--- config.mk ---
export PLATFORM = sky130hd
export DESIGN_NAME = handshake_elastic_fifo
export DESIGN_NICKNAME = d
export VERILOG_FILES = /design/src/rtl/handshake_pkg.sv /design/src/rtl/handshake_fifo_ptr.sv /design/src/rtl/handshake_elastic_fifo.sv
export SDC_FILE = /design/constraint.sdc
export NUM_CORES = 1
export LEC_CHECK = 0
export ABC_AREA = 0
export BUFFER_PORTS_ARGS = -buffer_cell sky130_fd_sc_hd__buf_2
export CAP_MARGIN = 10
export CORE_MARGIN = 2
export CORE_UTILIZATION = 30
export CTS_BUF_LIST = sky130_fd_sc_hd__clkbuf_16
export DETAILED_ROUTE_END_ITERATION = 10
export PLACE_DENSITY = 0.48
export REMOVE_ABC_BUFFERS = 1
export SLEW_MARGIN = 20
export SYNTH_ARGS = -nofsm -noshare
export SYNTH_HDL_FRONTEND = slang
export SYNTH_SLANG_ARGS = --single-unit
--- constraint.sdc ---
create_clock -name clk -period 4.4 [get_ports clk]
set_clock_uncertainty 0.05 [all_clocks]
set_input_delay 0.44 -clock clk [delete_from_list [all_inputs] [get_ports clk]]
set_output_delay 0.44 -clock clk [all_outputs]
set_load 0.1 [all_outputs]
--- src/rtl/handshake_pkg.sv ---
// Shared helpers for handshake buffer blocks: ceil-log2 and pointer/count width rules.
package handshake_pkg;

    localparam int DEFAULT_DATA_WIDTH = 32;

    function automatic int clog2(input int value);
        int result;
        result = 0;
        while ((1 << result) < value) begin
            result = result + 1;
        end
        return result;
    endfunction

    // Pointers and counters never collapse to zero bits, even for a single slot.
    function automatic int ptr_width(input int num_slots);
        return (clog2(num_slots) < 1) ? 1 : clog2(num_slots);
    endfunction

    function automatic int count_width(input int num_slots);
        return (clog2(num_slots + 1) < 1) ? 1 : clog2(num_slots + 1);
    endfunction

endpackage

--- src/rtl/handshake_fifo_ptr.sv ---
// Wrapping slot pointer: advances on inc and wraps NUM_SLOTS-1 -> 0 by explicit compare.
module handshake_fifo_ptr
    import handshake_pkg::*;
#(
    parameter int NUM_SLOTS = 4,
    localparam int PTR_W = ptr_width(NUM_SLOTS)
) (
    input  logic             clk,
    input  logic             rst,
    input  logic             inc,
    output logic [PTR_W-1:0] ptr
);

    localparam logic [PTR_W-1:0] LAST_PTR = PTR_W'(NUM_SLOTS - 1);

    logic [PTR_W-1:0] ptr_r;

    // Pointer register with wrap at the last slot.
    always_ff @(posedge clk or posedge rst) begin
        if (rst) begin
            ptr_r <= {PTR_W{1'b0}};
        end else if (inc) begin
            if (ptr_r == LAST_PTR) begin
                ptr_r <= {PTR_W{1'b0}};
            end else begin
                ptr_r <= ptr_r + PTR_W'(1);
            end
        end
    end

    assign ptr = ptr_r;

endmodule

--- src/rtl/handshake_elastic_fifo.sv ---
// Elastic valid/ready FIFO; ins_ready depends only on the occupancy register.
// Define HANDSHAKE_FIFO_BYPASS_EN for a zero-latency pass-through when empty.
module handshake_elastic_fifo
    import handshake_pkg::*;
#(
    parameter int DATA_WIDTH = DEFAULT_DATA_WIDTH,
    parameter int NUM_SLOTS  = 4
) (
    input  logic                  clk,
    input  logic                  rst,
    input  logic [DATA_WIDTH-1:0] ins,
    input  logic                  ins_valid,
    output logic                  ins_ready,
    output logic [DATA_WIDTH-1:0] outs,
    output logic                  outs_valid,
    input  logic                  outs_ready
);

    localparam int PTR_W = ptr_width(NUM_SLOTS);
    localparam int CNT_W = count_width(NUM_SLOTS);

    logic [DATA_WIDTH-1:0] mem_r [NUM_SLOTS];
    logic [CNT_W-1:0]      count_r;
    logic [PTR_W-1:0]      rd_ptr_s;
    logic [PTR_W-1:0]      wr_ptr_s;
    logic                  full_s;
    logic                  empty_s;
    logic                  push_s;
    logic                  pop_s;

    assign full_s  = (count_r == CNT_W'(NUM_SLOTS));
    assign empty_s = (count_r == {CNT_W{1'b0}});

    // Handshake outputs and transfer qualifiers; ready never looks at outs_ready.
    always_comb begin
        ins_ready  = !full_s;
        outs       = mem_r[rd_ptr_s];
        outs_valid = !empty_s;
`ifdef HANDSHAKE_FIFO_BYPASS_EN
        if (empty_s) begin
            outs       = ins;
            outs_valid = ins_valid;
        end else begin
            outs       = mem_r[rd_ptr_s];
            outs_valid = 1'b1;
        end
        // A token consumed straight through is never written to storage.
        push_s = ins_valid && ins_ready && !(empty_s && outs_ready);
        pop_s  = !empty_s && outs_ready;
`else
        push_s = ins_valid && ins_ready;
        pop_s  = outs_valid && outs_ready;
`endif
    end

    handshake_fifo_ptr #(.NUM_SLOTS(NUM_SLOTS)) u_rd_ptr (
        .clk (clk),
        .rst (rst),
        .inc (pop_s),
        .ptr (rd_ptr_s)
    );

    handshake_fifo_ptr #(.NUM_SLOTS(NUM_SLOTS)) u_wr_ptr (
        .clk (clk),
        .rst (rst),
        .inc (push_s),
        .ptr (wr_ptr_s)
    );

    // Token storage, cleared on reset so outs reads zero afterwards.
    always_ff @(posedge clk or posedge rst) begin
        if (rst) begin
            for (int i = 0; i < NUM_SLOTS; i++) begin
                mem_r[i] <= {DATA_WIDTH{1'b0}};
            end
        end else if (push_s) begin
            mem_r[wr_ptr_s] <= ins;
        end
    end

    // Occupancy counter; simultaneous push and pop leaves it unchanged.
    always_ff @(posedge clk or posedge rst) begin
        if (rst) begin
            count_r <= {CNT_W{1'b0}};
        end else begin
            case ({push_s, pop_s})
                2'b10:   count_r <= count_r + CNT_W'(1);
                2'b01:   count_r <= count_r - CNT_W'(1);
                default: count_r <= count_r;
            endcase
        end
    end

endmodule

==> results by group <==
Clock network
  – Postcts setup bufs: 0
  – Clock Tree Root: clkbuf_16
  – Clk_lat worst skew: 0.41 ns
  – Hold_buf cts: 0
  – TritonCTS buffer count: 17
  – H-tree levels: 4
  – Clock Tree Buf Depth: 2
  – Post-CTS Resized: 0
  – Clock tree sinks: 135
  – TritonCTS clock tree: yes
  – CTS clk-pin slew, worst paths: 0.06 ns

Job
  – Total of max-cap violations: 0

Setup path
  – Arr. time, crit path: 2.58 ns
  – Type of origin of the critical path: flip-flop
  – Worst setup path startpoint: u_rd_ptr.ptr[0]
  – Max FO, Critical Path: 22
  – Worst reg-to-reg path cell count: 8
  – R2r endpoint: count_r[2]
  – Nature of the critical path endpoint: output pin
  – CP max stage delay: 0.85 ns
  – CP max stage cell: dfrtp_2
  – Critical Path RT: 3.91 ns
  – Critical path, cell by cell: buf_4, mux4_2, buf_2
  – Reg-to-reg setup timing slack: 2.18 ns
  – Reg-to-Reg Start: count_r[0]
  – Worst setup path class: reg -> out

STA
  – Setup TNS: 0 ns
  – Final worst path period share: 0.697
  – Least-Margin Pin Slew: 0.929 ns
  – Final Hold Vio Count: 0
  – Slew Viols, Final: 0
  – Setup-failing EPs final: 0
  – RSZ-0062 raised after global routing: false
  – Peak Freq: 326 MHz
  – Max-Slew Margin vs Limit: 0.381
  – Final Critical Period: 3.07 ns

Global routing
  – Largest net degree at the start of global routing: 97
  – GR Util All Layers: 0.122
  – Antenna violations before repair: 1
  – Global-route wire length before repair: 22100 µm
  – Vias in the first global route: 3712
  – GRT overflow: 0

Die
  – Die Area: 23200 µm²
  – Die height: 152 µm
  – IO Pins: 70
  – Die Wd: 152 µm
  – Core area: 21700 µm²
  – Initial core utilization: 0.304
  – Row cnt: 54

Final layout
  – Area grow syn2layout: 14.6%
  – Share of post-route cells with drive strength above 1: 0.636
  – Footprint of the multi-input gates: 2870 µm²
  – Layout Nets: 461
  – Reg area: 3380 µm²
  – Filler instances: 2048
  – Design Area, Final: 7570 µm²

Placed design
  – Hpwl dp: 8000 µm
  – Placed Area: 6990 µm²
  – Placer Congestion: 0.689
  – PortBufs: 69

Logic synthesis
  – Cell area after synthesis: 6600 µm²
  – Flops & latches, synth: 135
  – Top-area cell type share of the netlist area: 0.512
  – Number of synthesized flops with an enable pin: 0
  – Dominant synthesized flop cell: dfrtp_1
  – Synth cell count leaders: 135 x dfrtp_1, 120 x mux2_4, 32 x mux4_2
  – Synth Area per Inst: 18.7 µm²
  – Post-Syn Instances: 353
  – Async set or reset register ratio after synthesis: 1.00
  – Count leader, synth: dfrtp_1
  – Synth area leader: dfrtp_1
  – Post-synth cell types: 19
  – Synth warn: 0
  – Register area share after synthesis: 0.512
  – Synth area leaders: dfrtp_1 51%, mux2_4 27%, mux4_2 11%

Route
  – Initial drt markers: 133
  – Post-route ant nets: 0
  – Mean routed wirelength per cell: 18.5 µm
  – Final wirelength: 13200 µm
  – DR vias: 3218
  – DRT Pass-1 Iters: 4
  – Residual DRC: 0
  – Via/cell ratio: 4.52

Outcome
  – Status: complete, no violations

Min path
  – HP Class: in -> async
==> layout by cell type (no fill, tap or decap) <==
master | netlist | final
nand2_1 | 2 | 2
inv_8 | 0 | 2
dfrtp_1 | 135 | 133
mux2_2 | 12 | 12
or3_2 | 1 | 1
nor2_1 | 3 | 3
buf_2 | 3 | 69
xor2_1 | 2 | 2
clkinvlp_4 | 0 | 4
inv_1 | 7 | 7
mux2i_1 | 1 | 1
mux2_4 | 120 | 120
buf_4 | 0 | 2
or3b_1 | 1 | 1
xnor2_1 | 1 | 1
bufinv_16 | 0 | 1
clkinv_4 | 0 | 3
and3_4 | 4 | 4
inv_6 | 0 | 5
dfrtp_2 | 0 | 2
mux4_2 | 32 | 32
diode_2 | 0 | 1
clkbuf_16 | 0 | 17
fa_1 | 1 | 1
ha_1 | 6 | 6
==> stage by stage <==
stage | util | setup WS (ns) | instances | hold WS [ns]
3_5_place_dp | 0.322 | 1.69 | 679 | 0.420
3_3_place_gp | 0.322 | 1.69 | 679 | 0.427
6_report | 0.349 | 1.33 | 712 | 0.154
4_1_cts | 0.349 | 1.24 | 711 | 0.188
5_1_grt | 0.349 | 1.15 | 711 | 0.216
2_1_floorplan | - | 0.299 | 328 | 0.396
==> per-layer routing <==
layer | vias up | GRT usage | share of wire
met1 | 1732 | 0.165 | 0.48
met5 | - | 0 | 0
met2 | 55 | 0.187 | 0.47
li1 | 1425 | - | -
met4 | 0 | 0.0294 | 0.0077
met3 | 6 | 0.0447 | 0.048
==> registers in the layout (all words and copies together) (netlist names) <==
| name | flops |
|---|---|
| count_r | 3 |
| mem_r | 128 |
| u_wr_ptr.ptr | 2 |
| u_rd_ptr.ptr | 2 |
==> kinds of logic after synthesis <==
group | after synthesis | share of synthesized area
adders and majority gates | 7 | 0.0144
and+or+nand+nor | 11 | 0.0121
buffers and inverters | 32 | 0.0540
DFF | 135 | 0.512
muxes | 165 | 0.404
xor gates and xnor gates | 3 | 0.00398
==> critical path, delay by kind of cell, from the launching register on <==
| kind | cells | cell delay, ns |
|---|---|---|
| flops | 1 | 0.85 |
| buf+inv | 2 | 0.75 |
| mux | 1 | 0.54 |
==> layout make-up <==
type | instances | area share
antenna | 1 | 0.000331
clock buffer | 17 | 0.0562
clock inverter | 15 | 0.0195
inverter | 7 | 0.00413
multi-input combinational | 186 | 0.379
sequential | 135 | 0.447
tap | 280 | 0.0463
timing repair buffer | 71 | 0.0476
==> worst max path at each step <==
| stage | end | slack (ns) | cells after the start |
|---|---|---|---|
| after floorplan | count_r[0] | 0.30 | 1 |
| after global placement | outs[18] | 1.69 | 3 |
| after detailed placement | outs[25] | 1.69 | 3 |
| after CTS | outs[25] | 1.24 | 3 |
| after global routing | outs[7] | 1.15 | 3 |
| final | outs[25] | 1.33 | 3 |
Power is left out: the tool's default activity adds up to more than one toggle a clock period on the data nets, which glitch-free logic cannot reach.
